## src/rtl/seg_display_arbiter_pkg.sv

```systemverilog
// Shared constants and helpers for the seven-segment display arbiter.
// Holds the blank/off encodings, the anode table for the four digit
// slots, the guard-slot index, the arbitration state type and small
// helpers for slot sequencing and digit extraction from a 4-glyph word.
package seg_display_arbiter_pkg;

  localparam int          GLYPH_W     = 28;
  localparam int          DIGIT_W     = 7;
  localparam int          SLOT_W      = 3;

  localparam logic [6:0]  SEG_BLANK   = 7'b1111111;
  localparam logic [3:0]  AN_OFF      = 4'b1111;
  localparam logic [2:0]  SLOT_GUARD  = 3'd4;
  localparam logic [27:0] GLYPH_BLANK = {GLYPH_W{1'b1}};

  // Active-low anode enable for digit slots 0..3 (digit0 is leftmost).
  localparam logic [3:0]  AN_TABLE [4] = '{4'b0111, 4'b1011, 4'b1101, 4'b1110};

  typedef enum logic {
    ARB_IDLE  = 1'b0,
    ARB_OWNED = 1'b1
  } arb_state_e;

  // Slot sequence 0,1,2,3,4,0 where 4 is the blank guard slot.
  function automatic logic [2:0] next_slot(input logic [2:0] slot);
    return (slot >= SLOT_GUARD) ? 3'd0 : slot + 3'd1;
  endfunction

  // digit0 sits in the top 7 bits of the glyph word, digit3 in the bottom 7.
  function automatic logic [6:0] glyph_digit(input logic [27:0] g, input logic [1:0] d);
    logic [6:0] r;
    case (d)
      2'd0:    r = g[27:21];
      2'd1:    r = g[20:14];
      2'd2:    r = g[13:7];
      default: r = g[6:0];
    endcase
    return r;
  endfunction

endpackage

```

## src/rtl/seg_display_arbiter_scan.sv

```systemverilog
// seg_scan_timer: scan prescaler and slot counter.
// Ports:
//   clock, reset  - system clock, synchronous active-high reset
//   tick          - one-cycle strobe on the last prescaler count of a slot
//   slot          - current scan slot 0..4 (4 = blank guard slot)
//   frame_tick    - tick that ends the guard slot, i.e. the frame boundary
module seg_scan_timer
  import seg_display_arbiter_pkg::*;
#(
  parameter int SCAN_DIV = 100000
) (
  input  logic              clock,
  input  logic              reset,
  output logic              tick,
  output logic [SLOT_W-1:0] slot,
  output logic              frame_tick
);

  localparam int              CNT_W    = (SCAN_DIV > 1) ? $clog2(SCAN_DIV) : 1;
  localparam logic [CNT_W-1:0] CNT_LAST = CNT_W'(SCAN_DIV - 1);

  logic [CNT_W-1:0]  cnt_q,  cnt_d;
  logic [SLOT_W-1:0] slot_q, slot_d;
  logic              tick_w;

  always_comb begin
    tick_w = (cnt_q == CNT_LAST);
    cnt_d  = tick_w ? '0 : cnt_q + 1'b1;
    slot_d = tick_w ? next_slot(slot_q) : slot_q;
  end

  always_ff @(posedge clock) begin
    if (reset) begin
      cnt_q  <= '0;
      slot_q <= '0;
    end else begin
      cnt_q  <= cnt_d;
      slot_q <= slot_d;
    end
  end

  assign tick       = tick_w;
  assign slot       = slot_q;
  assign frame_tick = tick_w && (slot_q == SLOT_GUARD);

endmodule

```

## src/rtl/seg_display_arbiter.sv

```systemverilog
// seg_display_arbiter: time-shares a 4-digit seven-segment display
// between NREQ requesters. Digits are scanned in a 5-slot frame (four
// digits plus a blank guard slot); ownership is arbitrated round-robin
// only at frame boundaries with a minimum hold of MIN_HOLD frames.
// Ports:
//   clock, reset  - system clock, synchronous active-high reset
//   req           - level-sensitive display request per requester
//   glyphs        - 4 active-low glyphs per requester, 28 bits each
//   grant         - one-hot current owner, zero when idle
//   frame_done    - one-cycle pulse at each frame boundary
//   an, seg       - active-low anode enables and segment pattern
module seg_display_arbiter
  import seg_display_arbiter_pkg::*;
#(
  parameter int NREQ     = 2,
  parameter int SCAN_DIV = 100000,
  parameter int MIN_HOLD = 250
) (
  input  logic                    clock,
  input  logic                    reset,
  input  logic [NREQ-1:0]         req,
  input  logic [NREQ*GLYPH_W-1:0] glyphs,
  output logic [NREQ-1:0]         grant,
  output logic                    frame_done,
  output logic [3:0]              an,
  output logic [6:0]              seg
);

  localparam int               IDX_W    = (NREQ > 1) ? $clog2(NREQ) : 1;
  localparam int               HOLD_W   = $clog2(MIN_HOLD + 1);
  localparam logic [HOLD_W-1:0] HOLD_MAX = HOLD_W'(MIN_HOLD);

  logic              tick;
  logic [SLOT_W-1:0] slot;
  logic              frame_tick;

  seg_scan_timer #(
    .SCAN_DIV (SCAN_DIV)
  ) u_scan (
    .clock      (clock),
    .reset      (reset),
    .tick       (tick),
    .slot       (slot),
    .frame_tick (frame_tick)
  );

  arb_state_e          state_q,      state_d;
  logic [IDX_W-1:0]    owner_q,      owner_d;
  logic [HOLD_W-1:0]   hold_q,       hold_d;
  logic [IDX_W-1:0]    rr_q,         rr_d;
  logic [NREQ-1:0]     grant_q,      grant_d;
  logic [GLYPH_W-1:0]  latch_q,      latch_d;
  logic [3:0]          an_q,         an_d;
  logic [6:0]          seg_q,        seg_d;
  logic                frame_done_q, frame_done_d;

  logic [IDX_W:0]      pick;
  logic                take;
  logic [SLOT_W-1:0]   slot_nx;
  logic [NREQ-1:0]     req_sh;

  // Returns {found, index} of the first set bit of mask at or after start,
  // wrapping modulo NREQ.
  function automatic logic [IDX_W:0] rr_pick(input logic [NREQ-1:0] mask,
                                             input logic [IDX_W-1:0] start);
    logic             found;
    logic [IDX_W-1:0] idx;
    logic [NREQ-1:0]  sh;
    int               c;
    found = 1'b0;
    idx   = '0;
    for (int i = 0; i < NREQ; i++) begin
      c  = (int'(start) + i) % NREQ;
      sh = mask >> c;
      if (!found && sh[0]) begin
        found = 1'b1;
        idx   = IDX_W'(c);
      end
    end
    return {found, idx};
  endfunction

  function automatic logic [IDX_W-1:0] idx_inc(input logic [IDX_W-1:0] k);
    return IDX_W'((int'(k) + 1) % NREQ);
  endfunction

  function automatic logic [NREQ-1:0] onehot(input logic [IDX_W-1:0] k);
    return NREQ'(1) << k;
  endfunction

  function automatic logic [GLYPH_W-1:0] owner_glyph(input logic [NREQ*GLYPH_W-1:0] g,
                                                     input logic [IDX_W-1:0] k);
    logic [NREQ*GLYPH_W-1:0] sh;
    sh = g >> (GLYPH_W * int'(k));
    return sh[GLYPH_W-1:0];
  endfunction

  always_comb begin
    state_d      = state_q;
    owner_d      = owner_q;
    hold_d       = hold_q;
    rr_d         = rr_q;
    latch_d      = latch_q;
    an_d         = an_q;
    seg_d        = seg_q;
    pick         = '0;
    take         = 1'b0;
    req_sh       = req >> owner_q;
    slot_nx      = next_slot(slot);
    frame_done_d = frame_tick;

    if (frame_tick) begin
      case (state_q)
        ARB_IDLE: begin
          pick = rr_pick(req, rr_q);
          take = pick[IDX_W];
        end
        ARB_OWNED: begin
          if (!req_sh[0]) begin
            // Owner released: hand over to the next pending requester, if any.
            pick = rr_pick(req, idx_inc(owner_q));
            take = pick[IDX_W];
            if (!take) begin
              state_d = ARB_IDLE;
              hold_d  = '0;
            end
          end else if (hold_q < HOLD_MAX) begin
            hold_d = hold_q + 1'b1;
          end else begin
            // Hold satisfied: rotate only if someone else is waiting,
            // otherwise keep the owner with hold saturated.
            pick = rr_pick(req & ~onehot(owner_q), idx_inc(owner_q));
            take = pick[IDX_W];
          end
        end
      endcase

      if (take) begin
        state_d = ARB_OWNED;
        owner_d = pick[IDX_W-1:0];
        hold_d  = HOLD_W'(1);
        rr_d    = idx_inc(pick[IDX_W-1:0]);
      end

      // The latch is the only place glyphs are sampled, so a frame never tears.
      latch_d = (state_d == ARB_OWNED) ? owner_glyph(glyphs, owner_d) : GLYPH_BLANK;
    end

    // Outputs are loaded for the slot being entered; at a boundary this uses
    // the freshly loaded latch so digit0 of the new frame is correct. An idle
    // display keeps every anode off.
    if (tick) begin
      if (slot_nx == SLOT_GUARD || state_d != ARB_OWNED) begin
        an_d  = AN_OFF;
        seg_d = SEG_BLANK;
      end else begin
        an_d  = AN_TABLE[slot_nx[1:0]];
        seg_d = glyph_digit(latch_d, slot_nx[1:0]);
      end
    end

    grant_d = (state_d == ARB_OWNED) ? onehot(owner_d) : '0;
  end

  always_ff @(posedge clock) begin
    if (reset) begin
      state_q      <= ARB_IDLE;
      owner_q      <= '0;
      hold_q       <= '0;
      rr_q         <= '0;
      grant_q      <= '0;
      latch_q      <= GLYPH_BLANK;
      an_q         <= AN_OFF;
      seg_q        <= SEG_BLANK;
      frame_done_q <= 1'b0;
    end else begin
      state_q      <= state_d;
      owner_q      <= owner_d;
      hold_q       <= hold_d;
      rr_q         <= rr_d;
      grant_q      <= grant_d;
      latch_q      <= latch_d;
      an_q         <= an_d;
      seg_q        <= seg_d;
      frame_done_q <= frame_done_d;
    end
  end

  assign grant      = grant_q;
  assign frame_done = frame_done_q;
  assign an         = an_q;
  assign seg        = seg_q;

endmodule

```

## config.mk

```make
export PLATFORM = sky130hd
export DESIGN_NAME = seg_display_arbiter
export DESIGN_NICKNAME = d
export VERILOG_FILES = /design/src/rtl/seg_display_arbiter_pkg.sv /design/src/rtl/seg_display_arbiter_scan.sv /design/src/rtl/seg_display_arbiter.sv
export SDC_FILE = /design/constraint.sdc
export NUM_CORES = 1
export LEC_CHECK = 0
export BUFFER_PORTS_ARGS = -buffer_cell sky130_fd_sc_hd__clkbuf_2
export CAP_MARGIN = 10
export CORE_ASPECT_RATIO = 1.1
export CORE_MARGIN = 2
export CORE_UTILIZATION = 50
export DETAILED_ROUTE_END_ITERATION = 10
export MAX_ROUTING_LAYER = met4
export PLACE_DENSITY = 0.87
export SYNTH_ARGS = -nofsm -noshare
export SYNTH_HDL_FRONTEND = slang
export SYNTH_SLANG_ARGS = --single-unit
```

## constraint.sdc

```tcl
create_clock -name clock -period 2.5 [get_ports clock]
set_clock_uncertainty 0.2 [all_clocks]
set_input_delay 0.125 -clock clock [delete_from_list [all_inputs] [get_ports clock]]
set_output_delay 0.125 -clock clock [all_outputs]
set_load 0.005 [all_outputs]
```

; After elaboration in Yosys (flattened, before gate mapping)
; Cells that the tools add are included.
[totals]
output_inout_bits = 14
wordCells = 115
reg_bits = 73
in_bits = 60
[classes]
shifts = 10
eq_ne = 7
n_addsub = 7
bitwise = 7
n_mul = 1
n_mux = 55
reduce_logical = 14
magnitude_cmp = 3
[ops]
columns = operator, count
row1 = >> shifter 2 x 32 -> 1 bit, 3
row2 = 2-to-1 mux 28 bit, 2
row3 = >> shifter 56 x 6 -> 28 bit, 1
row4 = 2-to-1 mux 8 bit, 5
row5 = 2-to-1 mux 1 bit, 39
row6 = one-hot mux 7 bit (3 select lines), 1
row7 = adder 17 x 1 -> 17 bit (second input constant), 1
row8 = equality test 17 bit (second input constant), 1
row9 = 2-to-1 mux 4 bit, 3
row10 = adder 8 x 1 -> 8 bit (second input constant), 1
row11 = binary-select mux 4 bit (select 2 bit), 1
row12 = less-than comparator 8 bit (second input constant), 1
row13 = >> shifter 2 x 1 -> 1 bit, 4
row14 = 2-to-1 mux 7 bit, 1
row15 = equality test 3 bit (second input constant), 2
row16 = greater-or-equal comparator 3 bit (second input constant), 2
row17 = adder 1 bit (second input constant), 4
row18 = logical AND 1 bit, 4
row19 = multiplier 3 x 1 -> 4 bit (first input constant), 1
row20 = one-hot mux 1 bit (2 select lines), 2
row21 = AND reduction 4 bit, 1
row22 = OR reduction 2 bit, 2
row23 = left shift 1 x 1 -> 2 bit (first input constant), 2
row24 = adder 3 x 1 -> 3 bit (second input constant), 1
row25 = other kinds (15), 19

; Logic depth before layout (Yosys ltp)
; Gate-level depths: netlist of the first run.
[depth]
ltp_word = 24
ltp_mapped = 11
depth_no_buf = 8

; Modules after synthesis
; From an unflattened synthesis of the first run, not the netlist that was laid out.
[hier_totals]
cells_unflattened = 444
hier_area_um2 = 3823.7
[modules_own_cells]
columns = mod, area_each_um2, cells_per_inst, seq_area_each_um2, instances
row1 = seg_display_arbiter, 2884.0, 335, 1061.0, 1
row2 = seg_scan_timer, 939.7, 109, 400.4, 1

; Worst setup path before layout of the first run
; Ideal clock, no wire load.
[synth_timing]
path_type = reg-to-reg
from = reg u_scan.slot_q[0], in the netlist u_scan.slot[0]
to = reg seg_q[2], in the netlist seg[2]
t_arrival_ps = 2336
required_time_ps = 2184
n_path_buf = 3
slack_ps = -151
stages_incl_launch_ff = 10
synth_period_minus_slack_ps = 2651
setup_ps = 116
cell_sequence = dfxtp_1 -> clkbuf_1 -> inv_1 -> ha_1 -> clkbuf_1 -> clkbuf_1 -> nand2_1 -> or3_2 -> a211o_1 -> and3_1
[synth_via]
elab_chain_len = 6
elab_cells_between_ends = 15
classes_between = add/sub: 1 / order compare: 1 / eq/ne: 4 / mux: 5 / bitwise: 1 / reduce/logical: 3
[synth_lines]
columns = element, line
row1 = "start, declared", seg_display_arbiter_scan.sv:23  ; logic [SLOT_W-1:0] slot_q, slot_d;
row2 = "start signal, assigned", seg_display_arbiter_scan.sv:38  ; slot_q <= slot_d;
row3 = "parallel branches: the longest is 5 deep, another holds adder 3 x 1 -> 3 bit", n/a
row4 = 2-to-1 mux 7 bit (*), seg_display_arbiter.sv:153  ; if (slot_nx == SLOT_GUARD || state_d != ARB_OWNED) begin
row5 = "end signal, assigned", seg_display_arbiter.sv:184  ; seg_q <= seg_d;
row6 = "end, declared", seg_display_arbiter.sv:54  ; logic [6:0] seg_q, seg_d;
; Every way passes the cells marked *.
; A chain may end at the register's enable or synchronous reset.

; Worst setup path after layout of the first run
[layout_timing]
from = reg u_scan.slot_q[0], in the netlist u_scan.slot[0]
to = reg seg_q[5], in the netlist seg[5]
; The elaborated chain is that of the path after synthesis.

==> out/results.ini, run 1 <==
[status]
status=finished clean

[clock_network]
postCtsSetupBuffers=0
worstSkewPairLatency_ns=0.36
cts_tree=yes
cts_root_buf=clkbuf_8
htreeDepth=3
clkTransAtPathRegs_ns=0.09
clockBufferDepth=2
clock_sinks=73
cts_buffers=9

[synth]
synth_compound_area_share_pct=17.03
avgSynthCellArea_um2=8.644
ys_ff_latch=73
syn_nets=500
synth_area_um2=3769
synth_top_family_by_area=simple AND/OR/NAND/NOR gates
synth_fa_ha_area_share_pct=1.328
ys_warn_count=0
syn_inst=436
ys_seq_area_share_pct=38.78
synth-xor-area-share_pct=4.416
yosys_most_used_dff=dfxtp_1
synthMuxAreaShare_pct=8.898
synth-async-reset-ratio_pct=0
synth_cell_types=66
synth-edff-count=0
synth-simple-area-share_pct=25.03

[placed_design]
place_inst=588
pre_cts_ws_ns=0.1133
dpl.hpwl_um=6788
portBuffers=73
gp_congestion=0.8714

[floorplanning]
design.portCount=74
fp-row-count=33
initial_utilization_pct=50.99
die_height_um=95.06
fp.dieW_um=86.78
die_area_um2=8248
coreArea_um2=7391

[sta]
final.min_clock_period_ns=2.447
worst_slew_pin_slew_ns=0.6992
period_share_pct=97.89
hold_viol=0
setup_ws_ns=0.05266
finalMaxSlewViolations=0
rsz0062_at_grt=yes
clock.fmax_mhz=408.6
max_slew_margin_pct=53.38
setup_viol=0

[setup_path]
cpPeakStageDelay_ns=0.46
cp.required_ns=2.56
path_common_cell=inv_1
cpLargestDelayFamily=compound AO/OA/AOI/OAI gates
path_max_fanout=10
cp-start-kind=register
arrival_ns=2.51
path_class=reg -> reg
endpoint_kind=register
path_cells=inv_1, ha_2, inv_1, a21o_2, a2111oi_2, a2bb2oi_1, o21ai_0, o21ba_2
critPathBufInv=2
crit_path_top_delay_cell=a2111oi_2

[hold_path]
hold_path.class=in -> reg

[pwr]
seqPwrFrac_pct=45.7
p_int_mw=1.984
swShare_pct=22.51
share_comb_of_total_power_pct=8.8
power_switching_mw=0.5762
irDropWorstVdd_mv=0.3365
p_total_mw=2.560
clkPwrFrac_pct=45.5
power_density_nw_per_um2=511.9
p_leak_nw=1.973

[final_layout]
diodes=0
syn2layout_area_growth_pct=32.70
drive_above_1_share_pct=28.88
nets=620
finalNonFillerCells=648
fin_util_pct=67.67

[global_route]
use_met2_pct=53.59
grt_pass1_vias=3890
grt_overflow=0
gr-usage-met3_pct=5.801
grt_max_degree=35
antenna_found_initial=0
grt_pass1_wl_um=19110
met1_usage_pct=33.91
track_usage_pct=31.47
grt.busiest_layer=met2

[drt]
drtAntennaViolNets=0
detail_route.vias_per_cell=6.046
drt-initial-drc-count=489
drc=0
via_count=3918
drt_wl_total_um=12080
routedWlPerCell_um=18.63
dr.pass1.iters=6

[job]
maxCapViolCount=0

==> cells in the final DEF, fill, tap and decap left out, drive strengths merged, types with 2 or more instances in the layout <==
cell type,count
inv,8
or3b,3
and2,2
buf,19
or3,4
and3,7
bufinv,3
xnor2,7
clkinv,2
dlygate4sd3,44
mux2i,20
o21ai,8
a31oi,3
a211o,4
and4bb,2
nand3,14
a21o,4
nand2b,15
nand3b,2
o21ba,3
xor2,12
clkbuf,83
mux2,12
o21a,3
nand2,19
ha,4
a2111oi,5
o22ai,12
nor3,8
a211oi,2
a21oi,36
and4,5
a2bb2oi,3
nor2,63
a21boi,2
dfxtp,73
or2,19
nor4b,2
nand4,8
==> final timing paths <==
kind / from / endpoint / slack (ns) / depth (start not counted)
min: glyphs[50] / latch_q[22] / 0.04 / 4
max reg2reg: u_scan.slot[0] / seg[5] / 0.05 / 8
min reg2reg: u_scan.cnt_q[0] / u_scan.cnt_q[0] / 0.29 / 1
max: u_scan.slot[0] / seg[5] / 0.05 / 8
==> power by group through the flow <==
stage               clock network [mW]  logic (mW)  registers (mW)
floorplan                            0      0.0890            1.20
global placement                     0       0.146            1.20
detailed placement                   0       0.153            1.20
CTS                               1.16       0.207            1.17
global route                      1.24       0.235            1.17
finish                            1.17       0.225            1.17
==> synth_stat cells (8+ instances only) <==
cell type | n | share of area, %
nor2_1 | 62 | 6.2
mux2i_1 | 20 | 5.3
nand2b_1 | 15 | 2.5
xor2_1 | 12 | 2.8
mux2_2 | 12 | 3.6
o21ai_0 | 8 | 1.1
o22ai_1 | 12 | 2.0
nand3_1 | 14 | 1.9
a21oi_1 | 36 | 4.8
or2_2 | 15 | 2.5
inv_1 | 8 | 0.80
clkbuf_1 | 17 | 1.7
nand2_1 | 19 | 1.9
dfxtp_1 | 73 | 39
==> state kept, by name, indices dropped and copies added, names as in the netlist <==
register,count
seg,7
latch_q,28
frame_done,1
state_q,1
u_scan.slot,3
an,4
hold_q,8
u_scan.cnt_q,17
rr_q,1
owner_q,1
grant,2
==> tightest hold or removal path: cells and delay by family <==
family / cells / cell delay, ns
simple gates: 1 / 0.12
mux: 1 / 0.09
compound gates: 1 / 0.17
buf+inv: 1 / 0.08
==> routing by layer <==
metal / routed length, um / share of wire (%)
met1: 4465 / 37
met2: 5865 / 49
met3: 937 / 7.8
met5: 0 / 0
met4: 806 / 6.7
==> final cells by class <==
class / instances / area, um^2
repair buffers: 136 / 973.4
clock buffers: 10 / 137.6
inverters: 8 / 30.03
multi-input cells: 328 / 2175
flip-flops and latches: 73 / 1461
fillers: 491 / 2390
clock inverters: 6 / 115.1
well taps: 87 / 108.9
==> cell families after synthesis <==
logic type / after synthesis
simple gates: 176
compound gates: 97
flops: 73
buf+inv: 35
mux: 32
xor+xnor: 19
fa+ha+maj: 4
==> per-stage QoR <==
step | hold slack, ns | TNS, ns | cell area [um^2]
3_5_place_dp | 0.2691 | 0 | 4273
5_1_grt | 0.02206 | -0.01935 | 5001
6_report | 0.04022 | 0 | 5001
3_3_place_gp | 0.2431 | 0 | 4273
2_1_floorplan | 0.1038 | 0 | 3771
4_1_cts | 0.002646 | 0 | 4966
==> repair_timing <==
item | CTS | global route
hold endpoints to repair | 24 | 0
endpoints found under the setup margin | 0 | 18
hold buffers | 44 | 0
gates resized for setup | 0 | 13
Power figures use the tool's default switching activity.
==> inputs of run 2 (changes only) <==
--- a/config.mk
+++ b/config.mk
@@ -11,8 +11,10 @@
 export CORE_MARGIN = 2
 export CORE_UTILIZATION = 50
 export DETAILED_ROUTE_END_ITERATION = 10
+export GPL_TIMING_DRIVEN = 0
 export MAX_ROUTING_LAYER = met4
 export PLACE_DENSITY = 0.87
+export RECOVER_POWER = 50
 export SYNTH_ARGS = -nofsm -noshare
 export SYNTH_HDL_FRONTEND = slang
 export SYNTH_SLANG_ARGS = --single-unit
==> run 2 against run 1 <==
The flow now finishes with violations (negative setup slack). Worst hold slack got worse by 0.027 ns. Final area up 4.0%. Via count grew 12%. First-iteration DRC count is 48% higher. Clock power hardly changed. Combinational power grew 8%. Maximum frequency is 7.1% lower. Flip-flop and latch count did not move. Largest power group unchanged. Highest routed layer unchanged.
==> out/results.ini, run 2 (synthesis results as in run 1) <==
[status]
status=finished, violations left
violations=negative setup slack

[clock_network]
cts_root_buf=clkbuf_8
clock_sinks=73  ; unchanged
cts_tree=yes
cts_buffers=9  ; unchanged
htreeDepth=3  ; unchanged
clockBufferDepth=2  ; unchanged
worstSkewPairLatency_ns=0.36  ; about the same
clkTransAtPathRegs_ns=0.08  ; about the same

[global_route]
grt_max_degree=13  ; -63%
grt_pass1_wl_um=19770  ; +3.5%
grt_pass1_vias=4052  ; +4.2%
antenna_found_initial=0  ; unchanged
grt_overflow=0  ; unchanged
track_usage_pct=32.26  ; +0.79 points

[drt]
dr.pass1.iters=7  ; +1
detail_route.vias_per_cell=6.646  ; +9.9%
via_count=4393  ; +12%
drt_wl_total_um=14850  ; +23%
drt-initial-drc-count=724  ; +48%
routedWlPerCell_um=22.46  ; +21%
drtAntennaViolNets=0  ; unchanged
drc=0  ; unchanged

[hold_path]
hold_path.class=in -> reg

[pwr]
power_density_nw_per_um2=495.2  ; -3.3%
irDropWorstVdd_mv=0.3668  ; +9.0%
p_leak_nw=1.999  ; +1.3%

[setup_path]
critPathBufInv=3  ; +1
cpPeakStageDelay_ns=0.41  ; -0.05 ns
path_cells=buf_6, clkinvlp_4, ha_4, buf_2, or3b_4, a21oi_4, a2111oi_4, a2bb2oi_2, o21ai_1, o21ba_2
path_max_fanout=6  ; -4
cp.required_ns=2.60  ; +0.04 ns
cpLargestDelayFamily=compound AO/OA/AOI/OAI gates
endpoint_kind=register
cp-start-kind=register
arrival_ns=2.73  ; +0.22 ns
crit_path_top_delay_cell=or3b_4
path_class=reg -> reg

[sta]
worst_slew_pin_slew_ns=0.7002  ; +0.0009475 ns
fin_hold_ws_ns=0.01322  ; -0.02700 ns
max_slew_margin_pct=53.32  ; -0.063 points
setup_viol=9  ; +9
period_share_pct=105.4  ; +7.5 points
setup_ws_ns=-0.1350  ; -0.1876 ns
clock.fmax_mhz=379.5  ; -7.1%
finalMaxSlewViolations=0  ; unchanged
final.min_clock_period_ns=2.635  ; +0.1876 ns
finalSetupTns_ns=-0.3716  ; -0.3716 ns
hold_viol=0  ; unchanged

[floorplanning]
coreArea_um2=7391  ; unchanged
design.portCount=74  ; unchanged
fp-row-count=33  ; unchanged
fp.dieW_um=86.78  ; unchanged
initial_utilization_pct=50.99  ; unchanged
die_height_um=95.06  ; unchanged
die_area_um2=8248  ; unchanged

[final_layout]
nets=633  ; +2.1%
syn2layout_area_growth_pct=37.95
top_register=latch_q
largest_reg_flops=28  ; unchanged
final_common_cell=dfxtp_1
diodes=0  ; unchanged
top_regs=latch_q (28), u_scan.cnt_q (17), hold_q (8)
final_cell_mix=dfxtp_1 (69), clkbuf_2 (68), nor2_1 (59), dlygate4sd3_1 (43), a21oi_1 (33)
drive_above_1_share_pct=30.31  ; +1.4 points

[job]
maxCapViolCount=0  ; unchanged

[placed_design]
dpl.hpwl_um=7020  ; +3.4%
portBuffers=72  ; -1.4%
gp_congestion=0.9188  ; +5.4%

-- run 2: changes by cell type in the layout (fill, tap and decap cells not counted), moves of 4 or more --
cell	change
dfxtp_1	-4
clkbuf_2	-5
clkbuf_1	+17
o21ai_0	-4
-- run 2: worst paths after layout --
kind                                      start         endpoint  slack [ns]  cells after the start
worst min register to register  u_scan.cnt_q[0]  u_scan.cnt_q[0]        0.26                      1
worst max register to register   u_scan.slot[0]           seg[3]       -0.13                     10
worst max-delay path             u_scan.slot[0]           seg[3]       -0.13                     10
worst min-delay path                  glyphs[5]       latch_q[5]        0.01                      4
-- run 2: routing by layer --
metal	track usage, %	routed length (um)	up-vias
met5	-	0	-
met4	23.57	1609	0
met3	6.926	1714	190
met2	52.24	6692	432
met1	34.85	4830	1958
li1	-	-	1813
-- run 2: report_power, final --
group | leakage (nW) | switching, mW | total (mW) | internal [mW]
Clock | 0.120 | 0.471 | 1.16 | 0.690
Sequential | 0.592 | 0.00543 | 1.17 | 1.17
Combinational | 1.29 | 0.111 | 0.242 | 0.131
Total | 2.00 | 0.588 | 2.57 | 1.99
-- run 2: area by class of cell --
| class | instances | area (um^2) |
|---|---|---|
| Clock inverter | 5 | 102.6 |
| Inverter | 8 | 33.78 |
| Timing Repair Buffer | 125 | 852.1 |
| Fill cell | 467 | 2192 |
| Multi-Input combinational cell | 328 | 2332 |
| Sequential cell | 73 | 1469 |
| Buffer | 24 | 158.9 |
| Tap cell | 87 | 108.9 |
| Clock buffer | 11 | 141.4 |
-- run 2: stage by stage --
stage	cells	instance area (um^2)	setup slack [ns]	util, %	total power, mW
after global routing	661	5199	-0.1426	70.34	2.609
after floorplan	436	3771	0.06758	-	1.285
after detailed placement	595	4240	-0.3249	57.37	1.355
final	661	5199	-0.1350	70.34	2.574
after CTS	653	4984	0.02619	67.43	2.517
after global placement	595	4240	-0.2353	57.37	1.350
-- run 2: worst register-to-register path: cells and delay by family (launching register included) --
family	cells	cell delay, ns
DFF	1	0.36
buffers and inverters	3	0.44
and+or+nand+nor	1	0.41
adders and majority gates	1	0.27
AOI/OAI and AO/OA	5	0.91
-- run 2: what timing repair did --
item                                   CTS  global route
pin swaps                                0            12
endpoints found under the hold margin   22             0
setup endpoints to repair               54            47
cloned                                   0             0
setup buffers                            1             9
hold buffers                            43             0
gates resized for setup                 20            48
==> inputs of run 3 (changes only) <==
--- a/config.mk
+++ b/config.mk
@@ -13,7 +13,7 @@
 export DETAILED_ROUTE_END_ITERATION = 10
 export GPL_TIMING_DRIVEN = 0
 export MAX_ROUTING_LAYER = met4
-export PLACE_DENSITY = 0.87
+export PLACE_DENSITY_LB_ADDON = 0.2
 export RECOVER_POWER = 50
 export SYNTH_ARGS = -nofsm -noshare
 export SYNTH_HDL_FRONTEND = slang
==> run 3 against run 2 <==
The run now ends clean. Highest routed layer unchanged. Sequential share of layout area is 0.63 points higher. Final cell count is 0.15% lower. Critical path type unchanged. Worst setup slack better by 0.22 ns. Via count is 16% lower. First-iteration DRC count is 59% lower. Total power is 7.5% lower. Final area is 2.4% lower.
==> out/results.ini, run 3 (synthesis results as in run 1) <==
[global_route]
antenna_found_initial=0  ; unchanged
grt_pass1_vias=3610  ; -11%
grt_overflow=0  ; unchanged
track_usage_pct=26.25  ; -6.0 points
use_met2_pct=44.29  ; -7.9 points
grt_pass1_wl_um=16500  ; -17%
grt.busiest_layer=met2
gr-usage-met3_pct=5.022  ; -1.9 points
grt_max_degree=13  ; unchanged
met1_usage_pct=31.72  ; -3.1 points

[placed_design]
gp_congestion=0.8734  ; -4.9%
dpl.hpwl_um=7014  ; about the same
place_area_um2=4240  ; unchanged
portBuffers=72  ; unchanged

[sta]
worst_slew_pin_slew_ns=0.7497  ; +0.04954 ns
max_slew_margin_pct=49.49  ; -3.8 points
setup_viol=0  ; -9
period_share_pct=96.78  ; -8.6 points
finalMaxSlewViolations=0  ; unchanged
clock.fmax_mhz=413.3  ; +8.9%
final.min_clock_period_ns=2.420  ; -0.2155 ns
hold_viol=0  ; unchanged
finalSetupTns_ns=0  ; +0.3716 ns

[setup_path]
r2r_setup_slack_ns=0.08  ; +0.22 ns
cp.required_ns=2.56  ; -0.04 ns
worstReg2RegStart=u_scan.cnt_q[0]
arrival_ns=2.48  ; -0.25 ns
cp-start-kind=register
path_class=reg -> reg
crit_path_start=u_scan.cnt_q[0]
path_max_fanout=7  ; +1
endpoint_kind=register

[pwr]
share_comb_of_total_power_pct=9.3  ; about the same
irDropWorstVdd_mv=0.3212  ; -12%
seqPwrFrac_pct=49.2  ; +3.7 points
clkPwrFrac_pct=41.5  ; -3.6 points
power_density_nw_per_um2=469.0  ; -5.3%
p_total_mw=2.381  ; -7.5%
p_leak_nw=1.966  ; -1.7%
power_switching_mw=0.5423  ; -7.7%
swShare_pct=22.78  ; -0.046 points
p_int_mw=1.838  ; -7.5%

[hold_path]
hold_path.class=in -> reg
hp-start=glyphs[55]

[final_layout]
stdcell_area_um2=5076  ; -2.4%
area.sequential_um2=1466  ; -0.17%
final_common_cell=dfxtp_1
top_register=latch_q
multi_input_area_um2=2265  ; -2.9%
largest_reg_flops=28  ; unchanged
fin_util_pct=68.68  ; -1.7 points
final_cell_mix=dfxtp_1 (71), clkbuf_2 (67), nor2_1 (59), dlygate4sd3_1 (45), a21oi_1 (34)
drive_above_1_share_pct=28.10  ; -2.2 points
nets=632  ; -0.16%
syn2layout_area_growth_pct=34.69
diodes=0  ; unchanged
top_regs=latch_q (28), u_scan.cnt_q (17), hold_q (8)
fill_cells=589  ; +26%

[clock_network]
cts_root_buf=clkbuf_8
htreeDepth=3  ; unchanged
clock_sinks=73  ; unchanged
clkTransAtPathRegs_ns=0.08  ; about the same
cts_tree=yes
worstSkewPairLatency_ns=0.36  ; about the same
clockBufferDepth=2  ; unchanged
cts_buffers=9  ; unchanged

[floorplanning]
coreArea_um2=7391  ; unchanged
design.portCount=74  ; unchanged
die_height_um=95.06  ; unchanged
die_area_um2=8248  ; unchanged
fp.dieW_um=86.78  ; unchanged
fp-row-count=33  ; unchanged
initial_utilization_pct=50.99  ; unchanged

[drt]
dr.pass1.iters=6  ; -1
routedWlPerCell_um=15.65  ; -30%
drt_wl_total_um=10330  ; -30%
via_count=3673  ; -16%
drc=0  ; unchanged
drt-initial-drc-count=294  ; -59%
detail_route.vias_per_cell=5.565  ; -16%
drtAntennaViolNets=0  ; unchanged

[status]
status=finished clean

[job]
maxCapViolCount=0  ; unchanged

run 3: repair_timing:
item                                    in CTS  in global routing
endpoints found under the hold margin       23                  0
setup buffers                                3                  4
pin swaps                                    2                  1
gates resized for setup                     28                 17
endpoints found under the setup margin      57                 40
hold buffers                                45                  0
run 3: area by class of cell:
class	instances	area share [%]
plain buffers	24	2.933
clock inverters	2	0.6902
clock buffers	14	3.402
inverters	8	0.5916
multi-input cells	328	44.61
repair buffers	124	16.74
flip-flops and latches	73	28.89
well taps	87	2.144
run 3: power groups by stage:
stage          registers [mW]  clock network (mW)  logic (mW)
2_1_floorplan            1.20                   0      0.0890
3_3_place_gp             1.20                   0       0.155
3_5_place_dp             1.20                   0       0.159
4_1_cts                  1.17               0.995       0.217
5_1_grt                  1.17                1.03       0.239
6_report                 1.17               0.987       0.222
run 3: final timing paths:
| check | end | cells past startpoint |
|---|---|---|
| setup / recovery | seg[2] | 8 |
| hold / removal | latch_q[27] | 4 |
| setup reg to reg | seg[2] | 8 |
| hold reg to reg | u_scan.cnt_q[0] | 1 |
run 3: routing by layer:
metal	vias to the layer above	share of wire, %
met2	126	49
met3	21	5.4
li1	1817	-
met5	-	0
met1	1709	44
met4	0	1.7
run 3: through the flow:
stage	setup WS (ns)	hold slack [ns]	cells
2_1_floorplan	0.06758	0.1038	436
3_3_place_gp	-0.2956	0.2441	595
3_5_place_dp	-0.3280	0.2648	595
4_1_cts	0.007232	0.001854	657
5_1_grt	-0.007809	0.04055	660
6_report	0.08046	0.01591	660
run 3: critical path, cell delays in order, from the launching register on:
cell,delay (ns)
dfxtp_4,0.37
ha_4,0.15
and4_1,0.20
buf_4,0.16
nand4_4,0.13
or3_4,0.36
a211o_1,0.26
a211o_1,0.31
and3_1,0.18
